### src/rtl/regfile_pkg.sv
// Register-file constants and helpers shared by the write-back arbiter,
// the register file itself and the decode stage.
package regfile_pkg;

  localparam int XLEN     = 32;
  localparam int REG_AW   = 5;
  localparam int NUM_REGS = 32;

  localparam logic [REG_AW-1:0] ZERO_REG = 5'd0;

  // x0 is hardwired to zero, so a write aimed at it must not raise the enable.
  function automatic logic writes_reg(input logic [REG_AW-1:0] rd);
    return rd != ZERO_REG;
  endfunction

endpackage

### src/rtl/rr_arbiter.sv
// Combinational round-robin arbiter: rotate the request vector so the slot after
// ptr sits at bit 0, pick the lowest set bit, then rotate the index back.
module rr_arbiter #(
  parameter int N  = 3,
  parameter int IW = $clog2(N)
) (
  input  logic [N-1:0]  req,
  input  logic [IW-1:0] ptr,
  output logic [N-1:0]  gnt,
  output logic [IW-1:0] gnt_idx
);

  localparam logic [IW:0] N_W = (IW+1)'(N);

  logic [2*N-1:0] req_dbl;
  logic [N-1:0]   req_rot;
  logic [IW-1:0]  start;
  logic [IW-1:0]  sel;
  logic [IW:0]    sum;
  logic           found;

  assign req_dbl = {req, req};

  always_comb begin
    start   = (ptr == IW'(N-1)) ? '0 : ptr + 1'b1;
    req_rot = req_dbl[start +: N];
    sel     = '0;
    found   = 1'b0;
    for (int j = 0; j < N; j++) begin
      if (!found && req_rot[j]) begin
        found = 1'b1;
        sel   = IW'(j);
      end
    end
    // Undo the rotation: (start + sel) mod N without a divider.
    sum     = {1'b0, start} + {1'b0, sel};
    gnt_idx = (sum >= N_W) ? IW'(sum - N_W) : sum[IW-1:0];
    gnt     = found ? (N'(1) << gnt_idx) : '0;
  end

endmodule

### src/rtl/regfile_wb_arbiter.sv
// Round-robin arbiter sharing the register-file write port among NUM_REQ
// write-back sources; the winning write is registered one clock after acceptance.
module regfile_wb_arbiter #(
  parameter int NUM_REQ = 3,
  parameter int XLEN    = regfile_pkg::XLEN,
  parameter int REG_AW  = regfile_pkg::REG_AW,
  parameter int GID_W   = $clog2(NUM_REQ)
) (
  input  logic                      clk_w_i,
  input  logic                      res_w_i_l,
  input  logic [NUM_REQ-1:0]        req_valid_w_i,
  input  logic [NUM_REQ*REG_AW-1:0] req_rd_w_i,
  input  logic [NUM_REQ*XLEN-1:0]   req_data_w_i,
  output logic [NUM_REQ-1:0]        req_ready_w_o,
  input  logic                      stall_w_i,
  output logic [REG_AW-1:0]         wr_reg_w_o,
  output logic [XLEN-1:0]           wr_data_w_o,
  output logic                      reg_wr_flag_w_o,
  output logic [GID_W-1:0]          grant_id_w_o
);

  import regfile_pkg::*;

  logic [GID_W-1:0]   ptr_q;
  logic [GID_W-1:0]   gnt_idx;
  logic [NUM_REQ-1:0] gnt;
  logic               accept;
  logic [REG_AW-1:0]  sel_rd;
  logic [XLEN-1:0]    sel_data;

  rr_arbiter #(.N(NUM_REQ), .IW(GID_W)) u_rr (
    .req     (req_valid_w_i),
    .ptr     (ptr_q),
    .gnt     (gnt),
    .gnt_idx (gnt_idx)
  );

  // Handshake: a transfer happens at a posedge where valid[i] & ready[i]. Ready is
  // combinational, one-hot at most, only for a valid requester, and is held low
  // during stall and reset; requesters keep valid/rd/data stable until ready.
  assign accept        = res_w_i_l & ~stall_w_i & (|req_valid_w_i);
  assign req_ready_w_o = accept ? gnt : '0;

  always_comb begin
    sel_rd   = '0;
    sel_data = '0;
    for (int i = 0; i < NUM_REQ; i++) begin
      if (gnt_idx == GID_W'(i)) begin
        sel_rd   = req_rd_w_i[i*REG_AW +: REG_AW];
        sel_data = req_data_w_i[i*XLEN +: XLEN];
      end
    end
  end

  // Reset drops any registered write and points at the last slot so requester 0 wins first.
  always_ff @(posedge clk_w_i or negedge res_w_i_l) begin
    if (!res_w_i_l) begin
      ptr_q           <= GID_W'(NUM_REQ-1);
      wr_reg_w_o      <= '0;
      wr_data_w_o     <= '0;
      reg_wr_flag_w_o <= 1'b0;
      grant_id_w_o    <= '0;
    end else if (accept) begin
      ptr_q           <= gnt_idx;
      wr_reg_w_o      <= sel_rd;
      wr_data_w_o     <= sel_data;
      reg_wr_flag_w_o <= writes_reg(sel_rd);
      grant_id_w_o    <= gnt_idx;
    end else begin
      reg_wr_flag_w_o <= 1'b0;
    end
  end

endmodule

### config.mk
export PLATFORM = sky130hd
export DESIGN_NAME = regfile_wb_arbiter
export DESIGN_NICKNAME = d
export VERILOG_FILES = /design/src/rtl/regfile_pkg.sv /design/src/rtl/rr_arbiter.sv /design/src/rtl/regfile_wb_arbiter.sv
export SDC_FILE = /design/constraint.sdc
export NUM_CORES = 1
export LEC_CHECK = 0
export ABC_CLOCK_PERIOD_IN_PS = 7930
export BUFFER_PORTS_ARGS = -buffer_cell sky130_fd_sc_hd__buf_4
export CAP_MARGIN = 20
export CORE_MARGIN = 2
export CORE_UTILIZATION = 34
export CTS_CLUSTER_SIZE = 30
export DETAILED_ROUTE_END_ITERATION = 16
export PLACE_DENSITY = 0.76
export SLEW_MARGIN = 20
export SYNTH_ARGS = -nofsm -noshare
export SYNTH_HDL_FRONTEND = slang
export SYNTH_HIERARCHICAL = 1
export SYNTH_SLANG_ARGS = --single-unit
### constraint.sdc
create_clock -name clk_w_i -period 7.93 [get_ports clk_w_i]
set_input_delay 0.793 -clock clk_w_i [delete_from_list [all_inputs] [get_ports clk_w_i]]
set_output_delay 0.793 -clock clk_w_i [all_outputs]
set_load 0.005 [all_outputs]
==> flow_summary.ini <==
[timing]
fin_crit_sh_pct = 61.9
setup_viol = 0
fmax_ghz = 0.204
worst_pin_slew_ps = 896
finClkSkew_ps = 3.73
max-slew-margin-rel_pct = 40.2
hold_violations = 0
rsz0062_at_grt = no
setup_tns_ps = 0
post-route-worst-setup-slack_ps = 3020
period_needed_ps = 4910
finalMaxSlewViolations = 0

[clocking]
cts_tree = done
numCtsBuffers = 5
htreeDepth = 2
cts_resized = 0
insertion_delay_ps = 280
clk_path_buf_depth = 2
clock-sinks = 41
post_cts_buffers = 0
cts-hold-fix-buffers = 0
cts_root_buffer = clkbuf_8
cts.clk_slew.worst_paths_ps = 70

[pwr]
p_leak_nw = 1.82
power.density_nw_per_um2 = 527
vdd_drop_max_uv = 277

[cells_and_area]
n_antenna_cell = 0
drive_gt1_share_pct = 47.8
fillCellCount = 729
final_util_pct = 51.1
fin_nets = 546
syn_to_final_growth_pct = 47.7
multiInputGateArea_um2 = 1430
seqCellArea_um2 = 1030

[drt]
wl_per_cell_um = 13.1
drt_first_iter_violations = 26
finalWirelength_mm = 6.92
antenna_left = 0
vias = 2518
viasPerCell = 4.76
drc = 0
drt_pre_antenna_iters = 4

[logic_synthesis]
netlist_top_cells_count = 69 x nor2_1, 40 x dfrtp_1, 38 x a21oi_1
synth_compound_gate_area_share_pct = 20.3
synth_top_area_share_pct = 38.0
synthMuxAreaShare_pct = 17.1
synthSimpleGateAreaFrac_pct = 14.8
syn_inst = 279
synth_warnings = 6
synth_top_family_by_area = compound AO/OA/AOI/OAI gates
ys_seq_area_share_pct = 39.0
synth-main-ff-cell = dfrtp_1
synth_xor_area_share_pct = 0
synth_top_area_cell = dfrtp_1
ys_async_sr_fraction_pct = 100
ys_ff_latch = 41
synth_nets = 399
syn-mean-instance-area_um2 = 9.43
synth_fa_ha_area_share_pct = 1.71
yosysUniqueCellTypes = 37
synth_edf_count = 0
synth_area_um2 = 2630
synth_area_leaders = dfrtp_1 38%, mux2i_1 14%, nor2_1 9.8%, a21oi_2 9.7%, a21oi_1 7.2%
yosysMostFrequentCell = nor2_1

[global_route]
gr-usage-all-layers_pct = 16.4
grt_pass1_vias = 2517
gr-total-overflow = 0
grt_start_max_net_pins = 79
antenna_found_initial = 0
grt_pass1_wl_mm = 11.4

[die]
die_w_um = 92.0
start_util_pct = 34.6
io_pins = 160
die_h_um = 92.0
fp-row-count = 32
fp.dieArea_um2 = 8460
coreArea_um2 = 7610

[worst_setup_path]
worst-path-max-fanout = 40
start_kind = input port
cp.required_ps = 7140
end_kind = output port
cp_cell_sequence = buf_4 > nor3b_1 > a31oi_1 > o21ai_1 > ha_1 > fa_1 > ha_1 > or3_4 > o21ai_2 > clkinv_2 > nor3_1 > and2_1 > buf_4
crit_slowest_cell = clkinv_2
cp.arrival_ps = 4110
critical_path_class = in2out
cp_slowest_stage_delay_ps = 730

[outcome]
status = finished clean

[place]
io_buffers = 159
gp_congestion = 0.737
dp_slack_ps = 3310
dp_hpwl_mm = 5.26

[flow_run]
maxCapViolations = 0

[hold_path]
hp-class = in2async
## registers in the layout, indices dropped and copies added, names as in the netlist
| signal | flops |
|---|---|
| ptr_q | 1 |
| reg_wr_flag_w_o | 1 |
| grant_id_w_o | 2 |
| wr_reg_w_o | 5 |
| wr_data_w_o | 32 |
## final timing paths
path | slack [ps] | end | start | cells after the start
worst min register to register | 510 | wr_reg_w_o[3] | wr_reg_w_o[3] | 1
worst max register to register | 3480 | reg_wr_flag_w_o | grant_id_w_o[0] | 12
max in group asynchronous | 7080 | ptr_q[1] | res_w_i_l | 1
worst max-delay path | 3020 | req_ready_w_o[0] | req_valid_w_i[2] | 13
min in group clk_w_i | 510 | wr_reg_w_o[3] | wr_reg_w_o[3] | 1
worst min-delay path | 470 | reg_wr_flag_w_o | res_w_i_l | 1
## cell type report
cell class              count  area share [%]
repair buffers            161            31.1
flip-flops and latches     41            26.4
clock buffers               8            2.06
well taps                 102            3.28
multi-input cells         213            36.7
inverters                   4           0.419
## report_power, final
part / switching [mW] / leakage [nW] / total, mW / internal (mW)
logic: 0.848 / 1.31 / 1.54 / 0.693
registers: 0.0615 / 0.469 / 0.378 / 0.317
clock network: 0.0664 / 0.0395 / 0.129 / 0.0626
total: 0.976 / 1.82 / 2.05 / 1.07
## cell families (layout without fill, tap and decap cells)
logic type | after synthesis | after routing
fa+ha+maj | 3 | 3
compound gates | 79 | 79
simple gates | 88 | 88
flops | 41 | 41
buf+inv | 25 | 173
mux | 43 | 43
## stage by stage
step	cells	hold WS (ps)	power, mW	cell area (um2)
after floorplan	279	483	1.64	2630
after global placement	521	500	1.90	3800
after detailed placement	521	490	1.94	3800
after CTS	529	501	2.07	3880
after global routing	529	521	2.25	3890
final	529	475	2.05	3890
## placed cells by master (no fill, tap or decap)
| master | synthesis | final |
|---|---|---|
| buf_4 | 4 | 161 |
| nor2_1 | 69 | 69 |
| dfrtp_1 | 40 | 40 |
| a21oi_1 | 38 | 38 |
| mux2i_1 | 37 | 37 |
| a21oi_2 | 29 | 29 |
| clkbuf_8 | 0 | 5 |
| o2bb2ai_1 | 4 | 4 |
| mux2_1 | 4 | 4 |
| nor3_1 | 4 | 4 |
| and2_1 | 3 | 3 |
| inv_1 | 3 | 3 |
| clkbuf_1 | 1 | 3 |
| nand2_1 | 2 | 2 |
| o21ai_0 | 2 | 2 |
| nor3b_1 | 2 | 2 |
| nor2b_1 | 3 | 2 |
| ha_1 | 2 | 2 |
| nor3_2 | 1 | 1 |
| nor3b_4 | 1 | 1 |
| nor2b_4 | 0 | 1 |
| nor4_1 | 1 | 1 |
| a21boi_1 | 1 | 1 |
| mux2_2 | 1 | 1 |
| dfstp_2 | 1 | 1 |
| a31oi_1 | 1 | 1 |
| o21ai_1 | 1 | 1 |
| nand3_1 | 1 | 1 |
| o31ai_1 | 1 | 1 |
| or3_4 | 1 | 1 |
| mux2i_4 | 1 | 1 |
| o21ai_2 | 1 | 1 |
| clkinv_2 | 0 | 1 |
| o311a_1 | 1 | 1 |
| fa_1 | 1 | 1 |
## routing by layer
layer / vias up / wire length [um] / GRT usage (%)
met3: 8 / 478 / 4.27
met2: 87 / 3620 / 30.0
met1: 1170 / 2750 / 19.2
li1: 1253 / - / -
met4: 0 / 68 / 3.61
met5: - / 0 / 0
## worst max-delay path: cells and delay by family
family	cells	cell delay, ps
AOI/OAI and AO/OA	3	340
buffers and inverters	3	970
and+or+nand+nor	4	1050
adders and majority gates	3	960
Note: power is estimated with default switching activity, not from simulation.
